### config.mk
export PLATFORM = sky130hd
export DESIGN_NAME = return_sequencer
export DESIGN_NICKNAME = d
export VERILOG_FILES = /design/src/rtl/return_sequencer.sv
export SDC_FILE = /design/constraint.sdc
export NUM_CORES = 1
export LEC_CHECK = 0
export CAP_MARGIN = 20
export CORE_MARGIN = 1.5
export CORE_UTILIZATION = 51
export CTS_BUF_LIST = sky130_fd_sc_hd__clkbuf_16
export DETAILED_ROUTE_END_ITERATION = 6
export PLACE_DENSITY = 0.91
export SYNTH_ARGS = -nofsm -noshare
export SYNTH_HDL_FRONTEND = slang
export SYNTH_SLANG_ARGS = --single-unit
### constraint.sdc
create_clock -name write_clock -period 7 [get_ports write_clock]
set_input_delay 1.4 -clock write_clock [delete_from_list [all_inputs] [get_ports write_clock]]
set_output_delay 1.4 -clock write_clock [all_outputs]
set_load 0.01 [all_outputs]
### src/rtl/return_sequencer.sv
// Program-counter and call/return sequencer for the Forth core.
// Fetches instruction words, forwards data ops, and drives push/pop strobes to the return stack.
module return_sequencer #(
  parameter int DATA_WIDTH = 16,
  parameter int ADDR_WIDTH = 10,
  parameter int RS_DEPTH   = 1024,
  parameter int RESET_PC   = 0
) (
  input  logic                          write_clock,
  input  logic                          reset,
  input  logic                          hold,
  input  logic [DATA_WIDTH-1:0]         instr,
  input  logic                          instr_valid,
  output logic                          instr_ready,
  output logic [ADDR_WIDTH-1:0]         pc,
  output logic [DATA_WIDTH-1:0]         exec_instr,
  output logic                          exec_valid,
  output logic [DATA_WIDTH-1:0]         rs_data,
  output logic                          rs_push,
  output logic                          rs_pop,
  input  logic [DATA_WIDTH-1:0]         rs_q,
  output logic [$clog2(RS_DEPTH):0]     rs_depth,
  output logic                          halted,
  output logic                          fault,
  output logic [1:0]                    fault_code
);

  localparam int                     DEPTH_W   = $clog2(RS_DEPTH) + 1;
  localparam logic [DEPTH_W-1:0]     DEPTH_MAX = DEPTH_W'(RS_DEPTH);
  localparam logic [ADDR_WIDTH-1:0]  PC_RESET  = ADDR_WIDTH'(RESET_PC);

  localparam logic [1:0] OP_DATA = 2'b00;
  localparam logic [1:0] OP_JMP  = 2'b01;
  localparam logic [1:0] OP_CALL = 2'b10;

  localparam logic [1:0] FC_NONE      = 2'b00;
  localparam logic [1:0] FC_OVERFLOW  = 2'b01;
  localparam logic [1:0] FC_UNDERFLOW = 2'b10;

  typedef enum logic [2:0] {
    S_RUN,
    S_CALL_WR,
    S_RET_RD,
    S_RET_POP,
    S_HALT,
    S_FAULT
  } state_t;

  state_t state;

  logic [1:0]              opcode;
  logic [DATA_WIDTH-3:0]   operand;
  logic [ADDR_WIDTH-1:0]   target;
  logic [ADDR_WIDTH-1:0]   pc_next;
  logic [DATA_WIDTH-1:0]   ret_addr;
  logic                    is_ret;
  logic                    is_halt;

  assign opcode   = instr[DATA_WIDTH-1 -: 2];
  assign operand  = instr[DATA_WIDTH-3:0];
  assign target   = instr[ADDR_WIDTH-1:0];
  assign pc_next  = pc + ADDR_WIDTH'(1);
  assign ret_addr = DATA_WIDTH'(pc_next);
  assign is_ret   = (operand == '0);
  assign is_halt  = (operand == (DATA_WIDTH-2)'(1));

  assign instr_ready = (state == S_RUN) && !hold;

  // Only the low ADDR_WIDTH bits of a stored return address are meaningful.
  generate
    if (DATA_WIDTH > ADDR_WIDTH) begin : g_rs_q_high
      logic unused_rs_q_high;
      assign unused_rs_q_high = ^rs_q[DATA_WIDTH-1:ADDR_WIDTH];
    end
  endgenerate

  always_ff @(posedge write_clock) begin
    if (reset) begin
      state      <= S_RUN;
      pc         <= PC_RESET;
      rs_depth   <= '0;
      exec_instr <= '0;
      exec_valid <= 1'b0;
      rs_data    <= '0;
      rs_push    <= 1'b0;
      rs_pop     <= 1'b0;
      halted     <= 1'b0;
      fault      <= 1'b0;
      fault_code <= FC_NONE;
    end else begin
      exec_valid <= 1'b0;
      rs_push    <= 1'b0;
      rs_pop     <= 1'b0;
      if (!hold) begin
        case (state)
          S_RUN: begin
            if (instr_valid) begin
              case (opcode)
                OP_DATA: begin
                  exec_instr <= instr;
                  exec_valid <= 1'b1;
                  pc         <= pc_next;
                end
                OP_JMP: begin
                  pc <= target;
                end
                OP_CALL: begin
                  if (rs_depth < DEPTH_MAX) begin
                    rs_data <= ret_addr;
                    pc      <= target;
                    state   <= S_CALL_WR;
                  end else begin
                    fault      <= 1'b1;
                    fault_code <= FC_OVERFLOW;
                    state      <= S_FAULT;
                  end
                end
                default: begin
                  if (is_ret) begin
                    if (rs_depth != '0) begin
                      state <= S_RET_RD;
                    end else begin
                      fault      <= 1'b1;
                      fault_code <= FC_UNDERFLOW;
                      state      <= S_FAULT;
                    end
                  end else if (is_halt) begin
                    halted <= 1'b1;
                    state  <= S_HALT;
                  end else begin
                    exec_instr <= instr;
                    exec_valid <= 1'b1;
                    pc         <= pc_next;
                  end
                end
              endcase
            end
          end
          S_CALL_WR: begin
            rs_push  <= 1'b1;
            rs_depth <= rs_depth + DEPTH_W'(1);
            state    <= S_RUN;
          end
          // rs_q is registered by the stack, so give it a cycle to settle on the top entry.
          S_RET_RD: begin
            state <= S_RET_POP;
          end
          S_RET_POP: begin
            pc       <= rs_q[ADDR_WIDTH-1:0];
            rs_pop   <= 1'b1;
            rs_depth <= rs_depth - DEPTH_W'(1);
            state    <= S_RUN;
          end
          S_HALT: begin
            state <= S_HALT;
          end
          S_FAULT: begin
            state <= S_FAULT;
          end
          default: begin
            state <= S_RUN;
          end
        endcase
      end
    end
  end

endmodule

==> key figures, run 1 <==
Clock network
  • CTS clk-pin slew, worst paths: 0.05 ns
  • Worst-case clock buffer depth: 2
  • Root buffer cell: clkbuf_16
  • Clock Latency Late Sink: 0.32 ns
  • # Post-CTS Setup Buffers: 0
  • H-Tree Depth: 3
  • Post-CTS Resized: 0
  • CTS sink count: 57
  • Post-cts hold buffer count: 0
  • CTS tree: yes
  • Num CTS Buffers: 9

Floorplan
  • Die H: 81.4 microns
  • # IOs: 97
  • Die W: 81.4 microns
  • Initial cell density of the core: 52.9%
  • CORE AREA: 5920 sq um
  • Die area: 6620 sq um
  • Cell Rows: 28

Routing
  • Vias: 3039
  • Wire length per cell: 16.1 microns
  • Drt pass-1 iters: 5
  • Residual DRC: 0
  • Post-DRT Antenna Nets: 0
  • Total wire length: 8360 microns
  • Vias per cell: 5.84
  • First DRT Iteration DRCs: 366

Pwr
  • Tot Pwr: 0.912 mW
  • VDD IR max: 0.159 mV
  • P_leak: 1.60 nW
  • Power per cell area: 215 nW/um^2

Cells and area
  • Fillers: 443
  • Share of layout cells above drive strength 1: 6.52%
  • Fin nets: 483
  • Finished Cell Area: 4230 sq um
  • Register area: 1140 sq um
  • Antenna Cells: 0
  • Area delta synth->final: 35.2%
  • Final core occ: 71.5%
  • Area of the multi-input gates: 1810 sq um

STA
  • Final Critical Period: 4.06 ns
  • RSZ-0062 raised after global routing: no
  • Achievable Freq: 247 MHz
  • Tightest Pin Transition: 1.09 ns
  • Setup Viol. Count Final: 0
  • Slew Limit Fails: 0
  • Relative slew margins: 27.6%
  • Fin. Hold Viols: 0
  • Skew final: 0.00534 ns
  • Final Cycle Share: 57.9%
  • Final TNS setup: 0 ns

Setup path
  • Worst-path maximum fanout: 8
  • Crit path launch type: input port
  • CP Cell Sequence: clkdlybuf4s50_1, nor2_1, clkdlybuf4s50_1
  • Stages on the worst setup path: 3
  • Max stage delay cell, worst path: clkdlybuf4s50_1
  • CP bufs+invs: 2
  • Critical Path AT: 2.66 ns
  • Class of the most critical setup path: in -> out
  • Worst Setup EP: instr_ready
  • Reg-to-reg startpoint: state[1]$_SDFFE_PP0P_
  • FF-to-FF setup slack: 3.59 ns
  • R2r endpoint: rs_depth[10]$_SDFFE_PP0P_
  • R2R cell count: 7
  • Worst Setup SP: hold
  • Critical Path Max Stage Delay: 0.56 ns
  • Cell family with most CP delay: buffers and inverters
  • Worst Path Required: 5.60 ns
  • Worst setup EP type: primary output
  • Crit path top cell by count: clkdlybuf4s50_1

Logic synthesis
  • Top post-synthesis cells by count: 59 x nor2_1, 57 x dfxtp_1, 28 x a21oi_1
  • Yosys top cell area share: 36.4%
  • #FFs+latches synth: 57
  • Post-synth design cell area: 3130 sq um
  • Prevailing post-synth register cell: dfxtp_1
  • Synth unique cells: 58
  • Register area share after synthesis: 36.4%
  • Dominant cell type by area after synthesis: dfxtp_1
  • YS warnings: 0
  • Syn Area/Cell: 8.49 sq um
  • Fraction of registers with async set/reset: 0%
  • Count leader, synth: nor2_1
  • Synth area leaders: dfxtp_1 36%, mux2i_1 7.4%, nor2_1 7.1%
  • Syn Inst Count: 369
  • EDFF count, synth: 0

Place
  • Global placer's final weighted congestion: 0.933
  • Port Buf Inserts: 84
  • Dpl cell area: 3920 sq um
  • Final HPWL from detailed placement: 5780 microns

Min path
  • Worst min path class: reg -> reg

Global route
  • Number of global-route vias before repair: 2649
  • Antenna violations before repair: 0
  • First-pass GRT wire length: 13000 microns
  • Grt ovf: 0
  • Gr usage total: 25.8%
  • Pin count of the biggest net entering global routing: 59

Outcome
  • Outcome: complete, no violations

Flow run
  • Max-cap violations: 0
## worst min-delay path by stage
| stage | start | to | slack (ns) | cells past startpoint |
|---|---|---|---|---|
| after detailed placement | fault_code[1]$_SDFFE_PP0P_ | fault_code[1]$_SDFFE_PP0P_ | 0.48 | 2 |
| after CTS | halted$_SDFFE_PP0P_ | halted$_SDFFE_PP0P_ | 0.49 | 2 |
| after floorplan | fault_code[1]$_SDFFE_PP0P_ | fault_code[1]$_SDFFE_PP0P_ | 0.48 | 2 |
| after global placement | halted$_SDFFE_PP0P_ | halted$_SDFFE_PP0P_ | 0.45 | 2 |
| after global routing | fault_code[1]$_SDFFE_PP0P_ | fault_code[1]$_SDFFE_PP0P_ | 0.51 | 2 |
| final | fault_code[1]$_SDFFE_PP0P_ | fault_code[1]$_SDFFE_PP0P_ | 0.49 | 2 |
## final cells by class
cell class                 instances  area share [%]
clock inverter                     7            2.04
sequential                        57            27.0
tap                               75            2.22
timing repair buffer              84            19.7
clock buffer                       9            5.32
multi-input combinational        278            42.8
inverter                          10           0.887
## worst register-to-register path: cells and delay by family (launching register included)
kind / cells / cell delay, ns
simple gates: 2 / 0.96
mux: 1 / 0.29
fa+ha+maj: 1 / 0.43
flops: 1 / 0.63
compound gates: 2 / 0.28
buf+inv: 1 / 0.70
## flip-flops by register name, summed over array words and instances, names as in the netlist
register / flops
exec_instr: 16
rs_depth: 11
pc: 10
rs_data: 10
state: 3
fault_code: 2
exec_valid: 1
fault: 1
halted: 1
rs_pop: 1
rs_push: 1
## report_power, final
group          leakage, nW  internal, mW  switching, mW
sequential           0.463         0.335         0.0102
combinational        0.975        0.0540         0.0535
clock                0.158         0.308          0.151
total                 1.60         0.697          0.215
## cell usage in the layout, fill, tap and decap left out, drive strengths merged, types with 11 or more instances in the layout
master,netlist,layout
a211oi,14,14
a21oi,29,29
clkdlybuf4s50,0,83
dfxtp,57,57
inv,10,11
mux2i,23,23
nand2,23,23
nor2,60,60
nor3,17,17
xnor2,12,12
## routing by layer
layer / GRT usage (%) / up-vias / routed length, microns
met5: 0 / - / 0
met4: 11.0 / 0 / 170
met3: 5.51 / 19 / 641
met2: 38.3 / 142 / 3850
li1: - / 1468 / -
met1: 35.8 / 1410 / 3690
## logic make-up (layout without fill, tap and decap cells)
family,after synthesis,count (layout),synth area share (%)
buf+inv,39,110,6.27
fa+ha+maj,7,7,2.80
simple gates,146,146,24.3
other cells,1,6,0.120
flops,57,57,36.4
compound gates,79,79,17.7
mux,24,24,7.83
xor+xnor,16,16,4.47
## per-stage QoR
stage                     setup WS (ns)  std cells  hold slack [ns]
after floorplan                    4.03        374            0.483
after global placement             2.93        504            0.453
after detailed placement           2.95        504            0.479
after CTS                          2.94        520            0.488
after global routing               2.90        520            0.513
final                              2.94        520            0.491
Power figures use the tool's default switching activity.
==> run 2, diff against run 1 <==
--- a/config.mk
+++ b/config.mk
@@ -7,10 +7,10 @@
 export LEC_CHECK = 0
 export CAP_MARGIN = 20
 export CORE_MARGIN = 1.5
-export CORE_UTILIZATION = 51
+export CORE_UTILIZATION = 47
 export CTS_BUF_LIST = sky130_fd_sc_hd__clkbuf_16
 export DETAILED_ROUTE_END_ITERATION = 6
-export PLACE_DENSITY = 0.91
+export PLACE_DENSITY = 0.85
 export SYNTH_ARGS = -nofsm -noshare
 export SYNTH_HDL_FRONTEND = slang
 export SYNTH_SLANG_ARGS = --single-unit
==> constraint.sdc (replaced) <==
create_clock -name write_clock -period 3.8 [get_ports write_clock]
set_input_delay 0.76 -clock write_clock [delete_from_list [all_inputs] [get_ports write_clock]]
set_output_delay 0.76 -clock write_clock [all_outputs]
set_load 0.01 [all_outputs]
==> key figures, run 2 (synthesis gave the netlist of run 1 again) <==
STA
  • RSZ-0062 raised after global routing: no
  • Relative slew margins: 52.0% (+24 points)
  • Final Cycle Share: 79.7%
  • Min setup slack post-route: 0.770 ns (-2.17 ns)
  • Final TNS setup: 0 ns (unchanged)
  • Slew Limit Fails: 0 (unchanged)
  • Final Critical Period: 3.03 ns
  • Skew final: 0.00610 ns (+0.000762 ns)
  • Setup Viol. Count Final: 0 (unchanged)
  • Fin. Hold Viols: 0 (unchanged)
  • Achievable Freq: 330 MHz
  • Tightest Pin Transition: 0.720 ns (-0.366 ns)

Global route
  • Antenna violations before repair: 0 (unchanged)
  • Gr usage total: 23.2% (-2.6 points)
  • Number of global-route vias before repair: 2750 (+3.8%)
  • Grt ovf: 0 (unchanged)
  • First-pass GRT wire length: 13400 microns (+2.5%)
  • Pin count of the biggest net entering global routing: 36 (-39%)

Cells and area
  • Most frequent cells in the layout: 83 x clkdlybuf4s50_1, 59 x nor2_1, 57 x dfxtp_1
  • Area delta synth->final: 34.5%
  • Max reg flops: 16 (unchanged)
  • Top flop regs: exec_instr: 16 flops, rs_depth: 11 flops
  • Register area: 1140 sq um (unchanged)
  • Fin nets: 485 (+0.41%)
  • Finished Cell Area: 4210 sq um (-0.50%)
  • Share of layout cells above drive strength 1: 7.16% (+0.64 points)
  • Biggest register: exec_instr
  • Most common cell after layout, fill and taps aside: clkdlybuf4s50_1
  • Antenna Cells: 0 (unchanged)
  • Fillers: 534 (+21%)
  • Area of the multi-input gates: 1810 sq um (unchanged)
  • Layout Cells excl Fill: 524 (+0.77%)

Clock network
  • Post-cts hold buffer count: 0 (unchanged)
  • H-Tree Depth: 3 (unchanged)
  • # Post-CTS Setup Buffers: 0 (unchanged)
  • CTS sink count: 57 (unchanged)
  • CTS clk-pin slew, worst paths: 0.05 ns (about the same)
  • Root buffer cell: clkbuf_16
  • CTS tree: yes
  • Worst-case clock buffer depth: 2 (unchanged)
  • Clock Latency Late Sink: 0.32 ns (about the same)
  • Post-CTS Resized: 0 (unchanged)
  • Num CTS Buffers: 9 (unchanged)

Place
  • Port Buf Inserts: 84 (unchanged)
  • Dpl cell area: 3940 sq um (+0.45%)
  • Final HPWL from detailed placement: 5860 microns (+1.4%)
  • Pre-CTS WS: 0.549 ns (-2.40 ns)
  • Global placer's final weighted congestion: 0.903 (-3.2%)
  • Placed cells: 508 (+0.79%)

Pwr
  • Int Pwr: 1.15 mW (+66%)
  • P_leak: 1.57 nW (-1.7%)
  • Net Sw Power: 0.404 mW (+88%)
  • Tot Pwr: 1.56 mW (+71%)
  • Sw frac: 25.9% (+2.4 points)
  • Sequential power share: 40.8% (+2.9 points)
  • VDD IR max: 0.278 mV (+75%)
  • Power per cell area: 370 nW/um^2 (+72%)
  • Clock power frac: 46.3% (-4.0 points)
  • Logic gate share of total power: 12.9% (+1.1 points)

Routing
  • Residual DRC: 0 (unchanged)
  • Vias per cell: 5.90 (+0.90%)
  • Post-DRT Antenna Nets: 0 (unchanged)
  • Drt pass-1 iters: 5 (unchanged)
  • First DRT Iteration DRCs: 420 (+15%)
  • Vias: 3090 (+1.7%)
  • Total wire length: 8360 microns (about the same)
  • Wire length per cell: 16.0 microns (-0.73%)

Floorplan
  • # IOs: 97 (unchanged)
  • CORE AREA: 6390 sq um (+7.9%)
  • Die area: 7160 sq um (+8.2%)
  • Die W: 84.6 microns (+4.0%)
  • Initial cell density of the core: 49.0% (-3.9 points)
  • Cell Rows: 29 (+3.6%)
  • Die H: 84.6 microns (+4.0%)

Setup path
  • Worst-path maximum fanout: 19 (+11)
  • Worst setup EP type: register
  • Class of the most critical setup path: reg -> reg
  • Critical Path AT: 3.24 ns (+0.58 ns)
  • Crit path launch type: register
  • Worst Path Required: 4.01 ns (-1.59 ns)

Outcome
  • Outcome: complete, no violations

Flow run
  • Max-cap violations: 0 (unchanged)

Min path
  • Worst min path class: reg -> reg
-- run 2: changes by cell type in the layout (fill, tap and decap cells not counted), sizes merged --
cell / previous run / this run
buf: 1 / 3
bufinv: 2 / 0
clkinv: 4 / 3
clkinvlp: 0 / 4
inv: 11 / 10
-- run 2: worst max-delay path: stages (launching register included) --
cell and delay (ns):
dfxtp_1 0.64, nand3b_2 0.45, xnor2_1 0.31, ha_1 0.34, and3_1 0.26, a21oi_1 0.08
or4_1 0.40, o31a_1 0.13, mux2_4 0.29
-- run 2: final cells by class --
type | count | area share, %
Sequential cell | 57 | 27.1
Multi-Input combinational cell | 278 | 43.0
Timing Repair Buffer | 86 | 20.2
Tap cell | 77 | 2.29
Clock buffer | 9 | 5.35
Clock inverter | 7 | 1.13
Inverter | 10 | 0.891
-- run 2: power by group through the flow --
stage          Clock (mW)  Combinational, mW  Sequential (mW)
5_1_grt             0.767              0.216            0.638
4_1_cts             0.729              0.199            0.636
6_report            0.722              0.201            0.636
3_5_place_dp            0              0.196            0.648
3_3_place_gp            0              0.193            0.647
2_1_floorplan           0              0.100            0.653
-- run 2: path summary, 6_finish.rpt --
| kind | end | start | slack (ns) | cells past startpoint |
|---|---|---|---|---|
| setup / recovery | rs_depth[10]$_SDFFE_PP0P_ | state[1]$_SDFFE_PP0P_ | 0.77 | 8 |
| hold / removal | halted$_SDFFE_PP0P_ | halted$_SDFFE_PP0P_ | 0.48 | 2 |
| setup reg to reg | rs_depth[10]$_SDFFE_PP0P_ | state[1]$_SDFFE_PP0P_ | 0.77 | 8 |
| hold reg to reg | halted$_SDFFE_PP0P_ | halted$_SDFFE_PP0P_ | 0.48 | 2 |
-- run 2: per-layer routing --
metal  GRT usage (%)  up-vias  share of wire [%]
li1                -     1471                  -
met2            35.4      145                 46
met1            31.8     1449                 44
met5               0        -                  0
met3            3.74       25                6.4
met4            11.6        0                3.1
-- run 2: metrics by stage --
step	hold WS, ns	util, %
finish	0.482	65.9
global route	0.489	65.9
CTS	0.482	65.9
detailed placement	0.469	61.7
global placement	0.454	61.7
floorplan	0.483	-
==> run 3, diff against run 2 <==
--- a/config.mk
+++ b/config.mk
@@ -7,10 +7,10 @@
 export LEC_CHECK = 0
 export CAP_MARGIN = 20
 export CORE_MARGIN = 1.5
-export CORE_UTILIZATION = 47
+export CORE_UTILIZATION = 42
 export CTS_BUF_LIST = sky130_fd_sc_hd__clkbuf_16
 export DETAILED_ROUTE_END_ITERATION = 6
-export PLACE_DENSITY = 0.85
+export PLACE_DENSITY = 0.81
 export SYNTH_ARGS = -nofsm -noshare
 export SYNTH_HDL_FRONTEND = slang
 export SYNTH_SLANG_ARGS = --single-unit
==> constraint.sdc (replaced) <==
create_clock -name write_clock -period 2.45 [get_ports write_clock]
set_input_delay 0.49 -clock write_clock [delete_from_list [all_inputs] [get_ports write_clock]]
set_output_delay 0.49 -clock write_clock [all_outputs]
set_load 0.01 [all_outputs]
==> key figures, run 3 (synthesis gave the netlist of run 1 again) <==
Outcome
  • Outcome: complete, no violations

Floorplan
  • Die H: 89.4 microns (+5.6%)
  • Die area: 7980 sq um (+11%)
  • Initial cell density of the core: 43.4% (-5.6 points)
  • CORE AREA: 7210 sq um (+13%)
  • Cell Rows: 31 (+6.9%)
  • Die W: 89.4 microns (+5.6%)
  • # IOs: 97 (unchanged)

STA
  • RSZ-0062 raised after global routing: no
  • Tightest Pin Transition: 0.599 ns (-0.121 ns)
  • Skew final: 0.00661 ns (+0.000510 ns)
  • Worst hold slack: 0.490 ns (+0.00734 ns)
  • Achievable Freq: 441 MHz (+34%)
  • Final TNS setup: 0 ns (unchanged)
  • Min setup slack post-route: 0.182 ns (-0.588 ns)
  • Final Cycle Share: 92.6% (+13 points)
  • Fin. Hold Viols: 0 (unchanged)
  • Relative slew margins: 60.1% (+8.1 points)
  • Slew Limit Fails: 0 (unchanged)
  • Final Critical Period: 2.27 ns (-0.762 ns)
  • Setup Viol. Count Final: 0 (unchanged)

Routing
  • First DRT Iteration DRCs: 362 (-14%)
  • Wire length per cell: 15.2 microns (-4.6%)
  • Vias: 3142 (+1.7%)
  • Total wire length: 8860 microns (+6.0%)
  • Residual DRC: 0 (unchanged)
  • Vias per cell: 5.40 (-8.5%)
  • Post-DRT Antenna Nets: 0 (unchanged)
  • Drt pass-1 iters: 4 (-1)

Cells and area
  • Area delta synth->final: 46.6%
  • Most frequent cells in the layout: 82 x clkdlybuf4s50_1, 59 x nor2_1, 56 x dfxtp_1
  • Fin nets: 522 (+7.6%)
  • Register area: 1140 sq um (+0.11%)
  • Antenna Cells: 0 (unchanged)
  • Share of layout cells above drive strength 1: 14.9% (+7.7 points)
  • Fillers: 599 (+12%)
  • Most common cell after layout, fill and taps aside: clkdlybuf4s50_1
  • Area of the multi-input gates: 1820 sq um (+0.41%)
  • Top flop regs: exec_instr: 16 flops, rs_depth: 11 flops
  • Finished Cell Area: 4590 sq um (+9.0%)
  • Max reg flops: 16 (unchanged)
  • Final core occ: 63.6% (-2.3 points)
  • Layout Cells excl Fill: 582 (+11%)
  • Biggest register: exec_instr

Clock network
  • Num CTS Buffers: 9 (unchanged)
  • Root buffer cell: clkbuf_16
  • Clock Latency Late Sink: 0.33 ns (about the same)
  • CTS tree: yes
  • Post-CTS Resized: 1 (+1)
  • CTS sink count: 57 (unchanged)
  • # Post-CTS Setup Buffers: 0 (unchanged)
  • Worst-case clock buffer depth: 2 (unchanged)
  • Post-cts hold buffer count: 0 (unchanged)
  • H-Tree Depth: 3 (unchanged)
  • CTS clk-pin slew, worst paths: 0.05 ns (about the same)

Global route
  • Grt ovf: 0 (unchanged)
  • First-pass GRT wire length: 13700 microns (+2.5%)
  • Pin count of the biggest net entering global routing: 31 (-14%)
  • Antenna violations before repair: 0 (unchanged)
  • Gr usage total: 22.7% (-0.51 points)
  • Number of global-route vias before repair: 2840 (+3.3%)

Place
  • Placed cells: 567 (+12%)
  • Pre-CTS WS: -0.0906 ns (-0.640 ns)
  • Port Buf Inserts: 84 (unchanged)
  • Dpl cell area: 4300 sq um (+9.1%)
  • Final HPWL from detailed placement: 6490 microns (+11%)
  • Global placer's final weighted congestion: 0.934 (+3.4%)

Setup path
  • Worst-path maximum fanout: 8 (-11)
  • Worst Path Required: 2.66 ns (-1.35 ns)
  • Class of the most critical setup path: reg -> reg
  • Crit path launch type: register
  • Worst setup EP type: register
  • Critical Path AT: 2.48 ns (-0.76 ns)

Pwr
  • VDD IR max: 0.387 mV (+39%)
  • P_leak: 1.79 nW (+14%)
  • Tot Pwr: 2.54 mW (+63%)
  • Power per cell area: 553 nW/um^2 (+50%)

Min path
  • Worst min path class: reg -> reg

Flow run
  • Max-cap violations: 0 (unchanged)
-- run 3: cell types whose count changed in the layout (fill, tap and decap cells not counted), sizes merged --
cell and delta:
dlymetal6s2s +1, buf +37, clkdlybuf4s50 -1, bufinv +1, clkinvlp -2
-- run 3: final timing paths --
| path | start | endpoint | slack [ns] | depth (start not counted) |
|---|---|---|---|---|
| worst min register to register | halted$_SDFFE_PP0P_ | halted$_SDFFE_PP0P_ | 0.49 | 2 |
| worst max register to register | state[2]$_SDFFE_PP0P_ | rs_depth[10]$_SDFFE_PP0P_ | 0.18 | 8 |
| worst min-delay path | halted$_SDFFE_PP0P_ | halted$_SDFFE_PP0P_ | 0.49 | 2 |
| worst max-delay path | state[2]$_SDFFE_PP0P_ | rs_depth[10]$_SDFFE_PP0P_ | 0.18 | 8 |
-- run 3: area by class of cell --
class                      instances  area share (%)
clock buffer                       9            4.91
clock inverter                     6            1.31
inverter                          10           0.818
multi-input combinational        278            39.7
sequential                        57            24.9
tap                               99            2.70
timing repair buffer             123            25.7
-- run 3: per-layer routing --
layer | up-vias | share of wire, % | global-route usage (%)
met5 | - | 0 | 0
met4 | 0 | 2.5 | 9.37
met3 | 24 | 6.8 | 6.00
met2 | 126 | 46 | 34.1
met1 | 1450 | 45 | 30.8
li1 | 1542 | - | -
-- run 3: worst max-delay path, stage by stage, from the launching register on --
cell	delay, ns
dfxtp_2	0.37
nand3b_2	0.26
xnor2_1	0.18
ha_1	0.21
and3_1	0.21
a21oi_1	0.08
or4_1	0.41
o31a_1	0.14
mux2_4	0.29
-- run 3: where the power goes --
part	internal [mW]	switching, mW	leakage [nW]
sequential	0.958	0.0292	0.463
combinational	0.189	0.164	1.19
clock	0.773	0.428	0.137
total	1.92	0.621	1.79
==> RTL edit: new RTL, settings of run 3 <==
The parameter `ADDR_WIDTH` goes from 10 to 12.
--- a/src/rtl/return_sequencer.sv
+++ b/src/rtl/return_sequencer.sv
@@ -2,7 +2,7 @@
 // Fetches instruction words, forwards data ops, and drives push/pop strobes to the return stack.
 module return_sequencer #(
   parameter int DATA_WIDTH = 16,
-  parameter int ADDR_WIDTH = 10,
+  parameter int ADDR_WIDTH = 12,
   parameter int RS_DEPTH   = 1024,
   parameter int RESET_PC   = 0
 ) (
Interface: changed (resized pc); port bits go from 97 to 99. The function was not compared with the original's and may differ.
==> RTL edit against run 3 <==
- clock power shrank 8%
- register-to-register slack worse by 0.02 ns
- worst hold slack worse by 0.043 ns
- utilization down 0.59 points
- routed wire length is 10% higher
- count of clock-buffer cells in the layout did not move
- critical path depth is 2 lower
- worst setup slack worse by 0.10 ns
- cell area increased by 5.6%
- area after synthesis increased by 5.7%
- sequential cell count grew 4
- cell count increased by 3.8%
- total power is 0.45% higher
- die area grew 5.5%
==> RTL edit: results (changes against run 3) <==
\begin{tabular}{lr}
\hline
Metric & Value \\
\hline
\multicolumn{2}{l}{\textbf{Place}} \\
HPWL after detailed placement & 6820 um (+5.0\%) \\
Placed cells & 586 (+3.4\%) \\
Placer congestion estimate & 0.911 (-2.4\%) \\
Count of input and output buffers & 90 (+7.1\%) \\
\multicolumn{2}{l}{\textbf{Logic synthesis}} \\
Synthesized area per cell & 8.71 um2 (+2.6\%) \\
Library cells used by synthesis & 62 (+6.9\%) \\
Leading post-synthesis cells by instance count & 61 x sky130\_fd\_sc\_hd\_\_dfxtp\_1, 59 x sky130\_fd\_sc\_hd\_\_nor2\_1, 26 x sky130\_fd\_sc\_hd\_\_mux2i\_1, 25 x sky130\_fd\_sc\_hd\_\_nor3\_1, 21 x sky130\_fd\_sc\_hd\_\_nand2\_1 \\
Biggest area contributors in the synthesized netlist & sky130\_fd\_sc\_hd\_\_dfxtp\_1 37\%, sky130\_fd\_sc\_hd\_\_mux2i\_1 7.9\%, sky130\_fd\_sc\_hd\_\_nor2\_1 6.7\% \\
\multicolumn{2}{l}{\textbf{STA}} \\
Tightest hold margin & 0.446 ns (-0.0433 ns) \\
Worst Skew & 0.00605 ns (-0.000563 ns) \\
\multicolumn{2}{l}{\textbf{Global route}} \\
Maximum number of pins on one net before global-route repair & 33 (+6.5\%) \\
Vias in the first global route & 3,238 (+14\%) \\
Total global-route track usage & 23.3\% (+0.59 points) \\
\multicolumn{2}{l}{\textbf{Status}} \\
Result of the run & finished clean \\
\multicolumn{2}{l}{\textbf{Route}} \\
Drt first-iter violations & 140 (-61\%) \\
Wire length per cell & 16.1 um (+6.0\%) \\
Total via count in the routed design & 3,375 (+7.4\%) \\
\multicolumn{2}{l}{\textbf{Power}} \\
Leakage & 1.85 nW (+3.3\%) \\
Worst-case vdd ir drop & 317 uV (-18\%) \\
\multicolumn{2}{l}{\textbf{Finish}} \\
Post-layout instance count excluding filler cells & 604 (+3.8\%) \\
Number of nets in the layout & 539 (+3.3\%) \\
Layout filler cell count & 630 (+5.2\%) \\
Finished Core Util & 63.0\% (-0.59 points) \\
Area occupied by multi-input gates & 1990 um2 (+9.3\%) \\
\multicolumn{2}{l}{\textbf{Clock network}} \\
Worst-skew pair later-pin latency & 0.33 ns (about the same) \\
\multicolumn{2}{l}{\textbf{Setup path}} \\
Critical Path AT & 2.57 ns (+0.09 ns) \\
R2R setup slack & 0.16 ns (-0.02 ns) \\
\multicolumn{2}{l}{\textbf{Worst hold path}} \\
Startpoint of the most critical hold path & fault \\
\hline
\end{tabular}
[RTL edit: cell types whose count changed after synthesis, moves of 4 or more]
cell / before / now
sky130_fd_sc_hd__dfxtp_1: 57 / 61
sky130_fd_sc_hd__a211oi_2: 0 / 5
sky130_fd_sc_hd__nor3_1: 15 / 25
sky130_fd_sc_hd__or4_1: 5 / 0
sky130_fd_sc_hd__a211oi_1: 14 / 3
sky130_fd_sc_hd__nand2b_1: 1 / 7
sky130_fd_sc_hd__a311oi_1: 6 / 1
sky130_fd_sc_hd__a21oi_1: 28 / 13
[RTL edit: what timing repair did]
action                     4_1_cts  5_1_grt
gates resized for setup          0        6
hold buffers                     0        0
setup endpoints to repair        0        3
[RTL edit: through the flow]
step | power [mW] | cell area, um2 | setup slack [ns]
6_report | 2.55 | 4850 | 0.0773
5_1_grt | 2.65 | 4850 | 0.00237
3_3_place_gp | 1.44 | 4510 | -0.172
3_5_place_dp | 1.45 | 4510 | -0.231
2_1_floorplan | 1.26 | 3330 | 0.0618
4_1_cts | 2.55 | 4770 | 0.0906
[RTL edit: how the worst max path moves through the flow]
stage,cells after the start,to,start
2_1_floorplan,11,rs_depth[10],state[1]
3_3_place_gp,7,state[0],instr[14]
3_5_place_dp,6,pc[10],instr[1]
4_1_cts,7,state[0],instr[14]
5_1_grt,7,state[0],instr[14]
6_report,6,pc[11],instr[1]
[RTL edit: cell families after synthesis]
logic type	synth area share, %
xor+xnor	4.76
mux	7.86
flops	36.9
simple gates	26.8
fa+ha+maj	2.27
buf+inv	5.75
compound gates	15.6
other cells	0.113
[RTL edit: power by group through the flow]
stage | clock network [mW] | registers (mW) | logic [mW]
2_1_floorplan | 0 | 1.08 | 0.178
3_3_place_gp | 0 | 1.07 | 0.367
3_5_place_dp | 0 | 1.07 | 0.376
4_1_cts | 1.12 | 1.05 | 0.379
5_1_grt | 1.17 | 1.06 | 0.419
6_report | 1.10 | 1.06 | 0.391
[RTL edit: cell type report]
cell class | count | area share (%)
Timing Repair Buffer | 130 | 25.2
Multi-Input combinational cell | 288 | 41.1
Clock buffer | 9 | 4.65
Inverter | 7 | 0.542
Sequential cell | 61 | 25.2
Clock inverter | 7 | 0.697
Tap cell | 102 | 2.63
[RTL edit: metal layers]
layer	track usage, %	vias up	share of wire, %
met1	28.3	1577	42
met5	0	-	0
li1	-	1604	-
met3	5.64	34	6.6
met2	39.1	160	49
met4	9.87	0	2.8
[RTL edit: worst max-delay path: stages]
cell and delay [ns]:
sky130_fd_sc_hd__clkdlybuf4s50_1 0.48, sky130_fd_sc_hd__nor4_2 0.47, sky130_fd_sc_hd__nand4_4 0.28, sky130_fd_sc_hd__o41a_2 0.64, sky130_fd_sc_hd__nor2_1 0.15, sky130_fd_sc_hd__a211oi_2 0.06
